File: src/rtl/inst_fetch.sv
// Instruction-fetch stage: owns the PC, drives the instruction ROM and buffers {pc, inst}
// pairs in a small circular FIFO toward decode. Define IFETCH_CNT_EN to add fetch_cnt_o.
module inst_fetch #(
    parameter logic [31:0] RESET_PC   = 32'h0000_0000,
    parameter int          FIFO_DEPTH = 2
) (
    input  logic        clk,
    input  logic        rst,
    input  logic        flush,
    input  logic [31:0] new_pc,
    input  logic        branch_flag_i,
    input  logic [31:0] branch_target_i,
    output logic        rom_ce_o,
    output logic [31:0] rom_addr_o,
    input  logic [31:0] rom_inst_i,
    output logic        id_valid_o,
    input  logic        id_ready_i,
    output logic [31:0] id_pc_o,
    output logic [31:0] id_inst_o
`ifdef IFETCH_CNT_EN
    ,
    output logic [31:0] fetch_cnt_o
`endif
);

    localparam int PTR_W = (FIFO_DEPTH > 1) ? $clog2(FIFO_DEPTH) : 1;
    localparam int CNT_W = PTR_W + 1;
    localparam logic [PTR_W-1:0] PTR_LAST = PTR_W'(FIFO_DEPTH - 1);
    localparam logic [CNT_W-1:0] CNT_FULL = CNT_W'(FIFO_DEPTH);

    logic [31:0]      pc;
    logic [31:0]      buf_pc   [FIFO_DEPTH];
    logic [31:0]      buf_inst [FIFO_DEPTH];
    logic [PTR_W-1:0] wr_ptr;
    logic [PTR_W-1:0] rd_ptr;
    logic [CNT_W-1:0] count;

    logic        redirect;
    logic [31:0] redirect_pc;
    logic        issue;
    logic        pop;
    logic        unused_addr_bits;

    function automatic logic [PTR_W-1:0] ptr_inc(input logic [PTR_W-1:0] p);
        return (p == PTR_LAST) ? '0 : p + 1'b1;
    endfunction

    // Handshake: the head transfers to decode on any edge where id_valid_o && id_ready_i.
    // id_valid_o never depends on id_ready_i, and the head fields hold while valid && !ready.
    // A redirect in the same cycle wins: the FIFO is emptied and the pop is irrelevant.
    always_comb begin
        redirect    = flush | branch_flag_i;
        redirect_pc = flush ? {new_pc[31:2], 2'b00} : {branch_target_i[31:2], 2'b00};
        // Fullness uses only the registered count, so a same-cycle pop never frees a slot.
        issue       = rom_ce_o && (count < CNT_FULL) && !redirect;
        pop         = id_valid_o && id_ready_i && !redirect;
    end

    assign unused_addr_bits = ^{new_pc[1:0], branch_target_i[1:0]};

    always_ff @(posedge clk) begin
        if (rst) begin
            pc       <= {RESET_PC[31:2], 2'b00};
            rom_ce_o <= 1'b0;
        end else begin
            rom_ce_o <= 1'b1;
            if (redirect) begin
                pc <= redirect_pc;
            end else if (issue) begin
                pc <= pc + 32'd4;
            end
        end
    end

    always_ff @(posedge clk) begin
        if (rst || redirect) begin
            wr_ptr <= '0;
            rd_ptr <= '0;
            count  <= '0;
        end else begin
            if (issue) begin
                wr_ptr <= ptr_inc(wr_ptr);
            end
            if (pop) begin
                rd_ptr <= ptr_inc(rd_ptr);
            end
            case ({issue, pop})
                2'b10:   count <= count + CNT_W'(1);
                2'b01:   count <= count - CNT_W'(1);
                default: count <= count;
            endcase
        end
    end

    // Storage needs no reset: entries are only visible while count covers them.
    always_ff @(posedge clk) begin
        if (issue) begin
            buf_pc[wr_ptr]   <= pc;
            buf_inst[wr_ptr] <= rom_inst_i;
        end
    end

    assign rom_addr_o = {pc[31:2], 2'b00};
    assign id_valid_o = (count != '0);
    assign id_pc_o    = id_valid_o ? buf_pc[rd_ptr]   : 32'h0;
    assign id_inst_o  = id_valid_o ? buf_inst[rd_ptr] : 32'h0;

`ifdef IFETCH_CNT_EN
    // Counts pushes; only reset clears it, redirects do not.
    always_ff @(posedge clk) begin
        if (rst) begin
            fetch_cnt_o <= 32'h0;
        end else if (issue) begin
            fetch_cnt_o <= fetch_cnt_o + 32'd1;
        end
    end
`endif

endmodule
File: config.mk
export PLATFORM = sky130hd
export DESIGN_NAME = inst_fetch
export DESIGN_NICKNAME = d
export VERILOG_FILES = /design/src/rtl/inst_fetch.sv
export SDC_FILE = /design/constraint.sdc
export NUM_CORES = 1
export LEC_CHECK = 0
export CAP_MARGIN = 15
export CORE_UTILIZATION = 44
export CTS_CLUSTER_DIAMETER = 40
export DETAILED_ROUTE_END_ITERATION = 12
export HOLD_SLACK_MARGIN = 0.15
export PLACE_DENSITY = 0.77
export SYNTH_ARGS = -nofsm -noshare
export SYNTH_HDL_FRONTEND = slang
export SYNTH_SLANG_ARGS = --single-unit
File: constraint.sdc
create_clock -name clk -period 5.95 [get_ports clk]
set_input_delay 1.785 -clock clk [delete_from_list [all_inputs] [get_ports clk]]
set_output_delay 1.785 -clock clk [all_outputs]
set_load 0.005 [all_outputs]
==> results_tabular.tex <==
\begin{tabular}{lr}
\hline
Metric & Value \\
\hline
\multicolumn{2}{l}{\textbf{Min path}} \\
Hold-critical path depth & 2 \\
Worst min path class & reg -> reg \\
Hold path startpoint & rd\_ptr\$\_SDFFE\_PP0P\_ \\
\multicolumn{2}{l}{\textbf{Pwr}} \\
Power density over the cells & 258 nW/µm² \\
Power share of the combinational group & 8.4\% \\
Clk pwr share & 40.8\% \\
Fraction of power spent switching nets & 22.0\% \\
Internal cell power & 1.96 mW \\
Largest vdd supply drop & 204 µV \\
Sequential fraction of design power & 50.8\% \\
Power, Total & 2.51 mW \\
Leakage Power & 3.15 nW \\
P\_sw & 0.552 mW \\
\multicolumn{2}{l}{\textbf{Floorplan}} \\
Number of rows in the core area & 46 \\
Starting density of the core & 44.8\% \\
Die area & 16600 µm² \\
Area of the core region & 15800 µm² \\
Number of placed I/O pins & 199 \\
Vertical die dimension & 129 µm \\
Horizontal extent of the die & 129 µm \\
\multicolumn{2}{l}{\textbf{Timing}} \\
RSZ-0062 raised after global routing & false \\
Worst slew slack as a fraction of its limit & 26.0\% \\
Fin. Hold Viols & 0 \\
Upper clock frequency limit & 231 MHz \\
Setup TNS & 0 ps \\
Final period utilization & 72.8\% \\
Minimum setup slack in the final design & 1620 ps \\
Tightest Pin Transition & 1110 ps \\
Endpoints failing setup & 0 \\
Max-slew violations & 0 \\
Final critical delay including setup and external delays & 4330 ps \\
Fin Clk Skew & 7.16 ps \\
\multicolumn{2}{l}{\textbf{Synthesis}} \\
Number of flip-flops and latches in the synthesized netlist & 160 \\
Per-instance average area after synthesis & 12.4 µm² \\
Share of flip-flops with an asynchronous set or reset & 0\% \\
Synth warn & 0 \\
Number of distinct library cells after synthesis & 62 \\
Number of enable flip-flop cells after synthesis & 124 \\
Instance count of the mapped netlist & 573 \\
Sequential-to-total area share from yosys stat & 62.6\% \\
Post-Synthesis Cell Area & 7100 µm² \\
Flip-flop cell with the highest count after synthesis & edfxtp\_1 \\
\multicolumn{2}{l}{\textbf{Flow run}} \\
Max Cap Violations & 0 \\
\multicolumn{2}{l}{\textbf{Worst setup path}} \\
Type of element capturing the critical path & primary output \\
Worst reg2reg path endpoint & count[1]\$\_SDFFE\_PP0P\_ \\
CP arrival & 2550 ps \\
Startpoint of the worst-slack reg-to-reg timing path & count[1]\$\_SDFFE\_PP0P\_ \\
Data required time at the worst endpoint & 4160 ps \\
Slack of the worst reg-to-reg path & 3600 ps \\
Crit path kind & reg -> out \\
R2R depth & 7 \\
Max FO, Critical Path & 34 \\
Worst Setup Start Kind & register \\
\multicolumn{2}{l}{\textbf{CTS}} \\
Cts repair resizes & 0 \\
Total setup buffers inserted after CTS & 0 \\
Clk slew on worst S/H paths & 60 ps \\
Clock tree root driver cell & clkbuf\_16 \\
Number of buffers created by CTS & 17 \\
Clk Latency, worst-skew pair & 410 ps \\
CTS sink count & 160 \\
CTS Buffer Depth & 2 \\
CTS H-Tree Depth & 4 \\
TritonCTS clock tree & yes \\
Quantity of hold-fixing buffers added after cts & 0 \\
\multicolumn{2}{l}{\textbf{Global route}} \\
GR Layer Usage met2 & 36.5\% \\
GRT Overall Usage & 21.1\% \\
Via count of the first global-routing pass & 5171 \\
Largest net degree at the start of global routing & 63 \\
Number of antenna violations at the first check in global routing & 0 \\
Wire length of the first global-routing pass & 26.5 mm \\
Global-route layer with the greatest usage & met2 \\
Overall overflow remaining after global route & 0 \\
Met1 routing resource usage after global routing & 25.1\% \\
Met3 demand-to-capacity share in global routing & 4.79\% \\
\multicolumn{2}{l}{\textbf{Place}} \\
Placer congestion estimate & 0.864 \\
Post-DP HPWL & 11.8 mm \\
Pre-CTS setup slack & 1360 ps \\
Quantity of I/O buffers inserted on ports & 190 \\
\multicolumn{2}{l}{\textbf{Route}} \\
Final antenna-violating net count & 0 \\
Iteration count of the initial detailed-routing pass & 5 \\
Post-route DRC & 0 \\
Iter 0 DRT Violations & 328 \\
Via-per-instance ratio & 5.35 \\
Total wirelength of the detailed-routed design & 17.4 mm \\
Routed wire per std cell & 17.6 µm \\
Total vias in the final route & 5280 \\
\multicolumn{2}{l}{\textbf{Layout}} \\
Final \#Nets & 860 \\
Most common cell after layout, fill and taps aside & clkdlybuf4s50\_1 \\
Antenna diode instance count & 0 \\
Commonest cells after routing, fill and taps aside & clkdlybuf4s50\_1, edfxtp\_1, nor2\_1 \\
Share of layout cells above drive strength 1 & 7.27\% \\
Area Overhead vs Synth & 37.2\% \\
\multicolumn{2}{l}{\textbf{Outcome}} \\
Result of the run & finished, final reports clean \\
\hline
\end{tabular}
## final cells by class
type,count,area [µm²]
clock buffer,20,457
clock inverter,12,113
fill,1217,6090
inverter,6,22.5
multi-input combinational,375,2470
sequential,160,4450
tap,216,270
timing repair buffer,197,1950
## power groups by stage
stage / Combinational, mW / Sequential (mW) / Clock [mW]
after floorplan: 0.0853 / 1.29 / 0
after global placement: 0.204 / 1.30 / 0
after detailed placement: 0.210 / 1.30 / 0
after CTS: 0.212 / 1.27 / 1.04
after global routing: 0.228 / 1.28 / 1.08
final: 0.211 / 1.28 / 1.02
## critical path: stages (launching register included)
cell	delay, ps
dfxtp_1	410
nor2_4	650
buf_4	460
nor2_1	100
clkdlybuf4s50_1	490
## sequential cells by signal, indices dropped and copies added (netlist names), named ones only
| signal | flops |
|---|---|
| rd_ptr | 1 |
| wr_ptr | 1 |
| pc | 30 |
| rom_ce_o | 1 |
| count | 2 |
| buf_inst | 64 |
| buf_pc | 60 |
## Yosys cell counts, drive strengths merged (13+ instances only)
cell type / count / share of area, %
a211oi: 13 / 1.4
a21oi: 20 / 1.4
clkbuf: 28 / 1.9
dfxtp: 36 / 10
edfxtp: 124 / 52
mux2i: 68 / 9.6
nand2: 28 / 1.5
nand3: 18 / 1.7
nand4: 13 / 1.4
nor2: 91 / 4.9
o21ai: 14 / 0.99
## kinds of logic (layout without fill, tap and decap cells)
| group | after synthesis | after routing | synth area share, % |
|---|---|---|---|
| other | 1 | 4 | 0.0528 |
| buffers and inverters | 41 | 235 | 2.91 |
| adders and majority gates | 2 | 2 | 0.352 |
| xor gates and xnor gates | 19 | 19 | 2.34 |
| DFF | 160 | 160 | 62.6 |
| and+or+nand+nor | 187 | 187 | 13.1 |
| AOI/OAI and AO/OA | 95 | 95 | 9.08 |
| muxes | 68 | 68 | 9.59 |
## worst max path at each step
stage,start,to,slack [ps]
6_report,count[1]$_SDFFE_PP0P_,id_pc_o[21],1620
4_1_cts,count[1]$_SDFFE_PP0P_,id_inst_o[3],1540
2_1_floorplan,flush,buf_inst[0][0]$_DFFE_PP_,80
5_1_grt,count[1]$_SDFFE_PP0P_,id_pc_o[15],1450
3_3_place_gp,flush,pc[29]$_SDFFE_PP0P_,1430
3_5_place_dp,flush,pc[24]$_SDFFE_PP0P_,1360
## per-layer routing
layer	vias to the layer above	wire length (µm)
li1	2511	-
met1	2507	7020
met2	230	8730
met3	32	1270
met4	0	369
met5	-	0
## metrics by stage
step	hold WS, ps	cell area, µm²	instances	util (%)
2_1_floorplan	472	7110	576	-
3_3_place_gp	482	9170	954	57.9
3_5_place_dp	507	9170	954	57.9
4_1_cts	531	9740	986	61.5
5_1_grt	550	9740	986	61.5
6_report	537	9740	986	61.5
No activity file was read; power rests on OpenSTA's default activity.
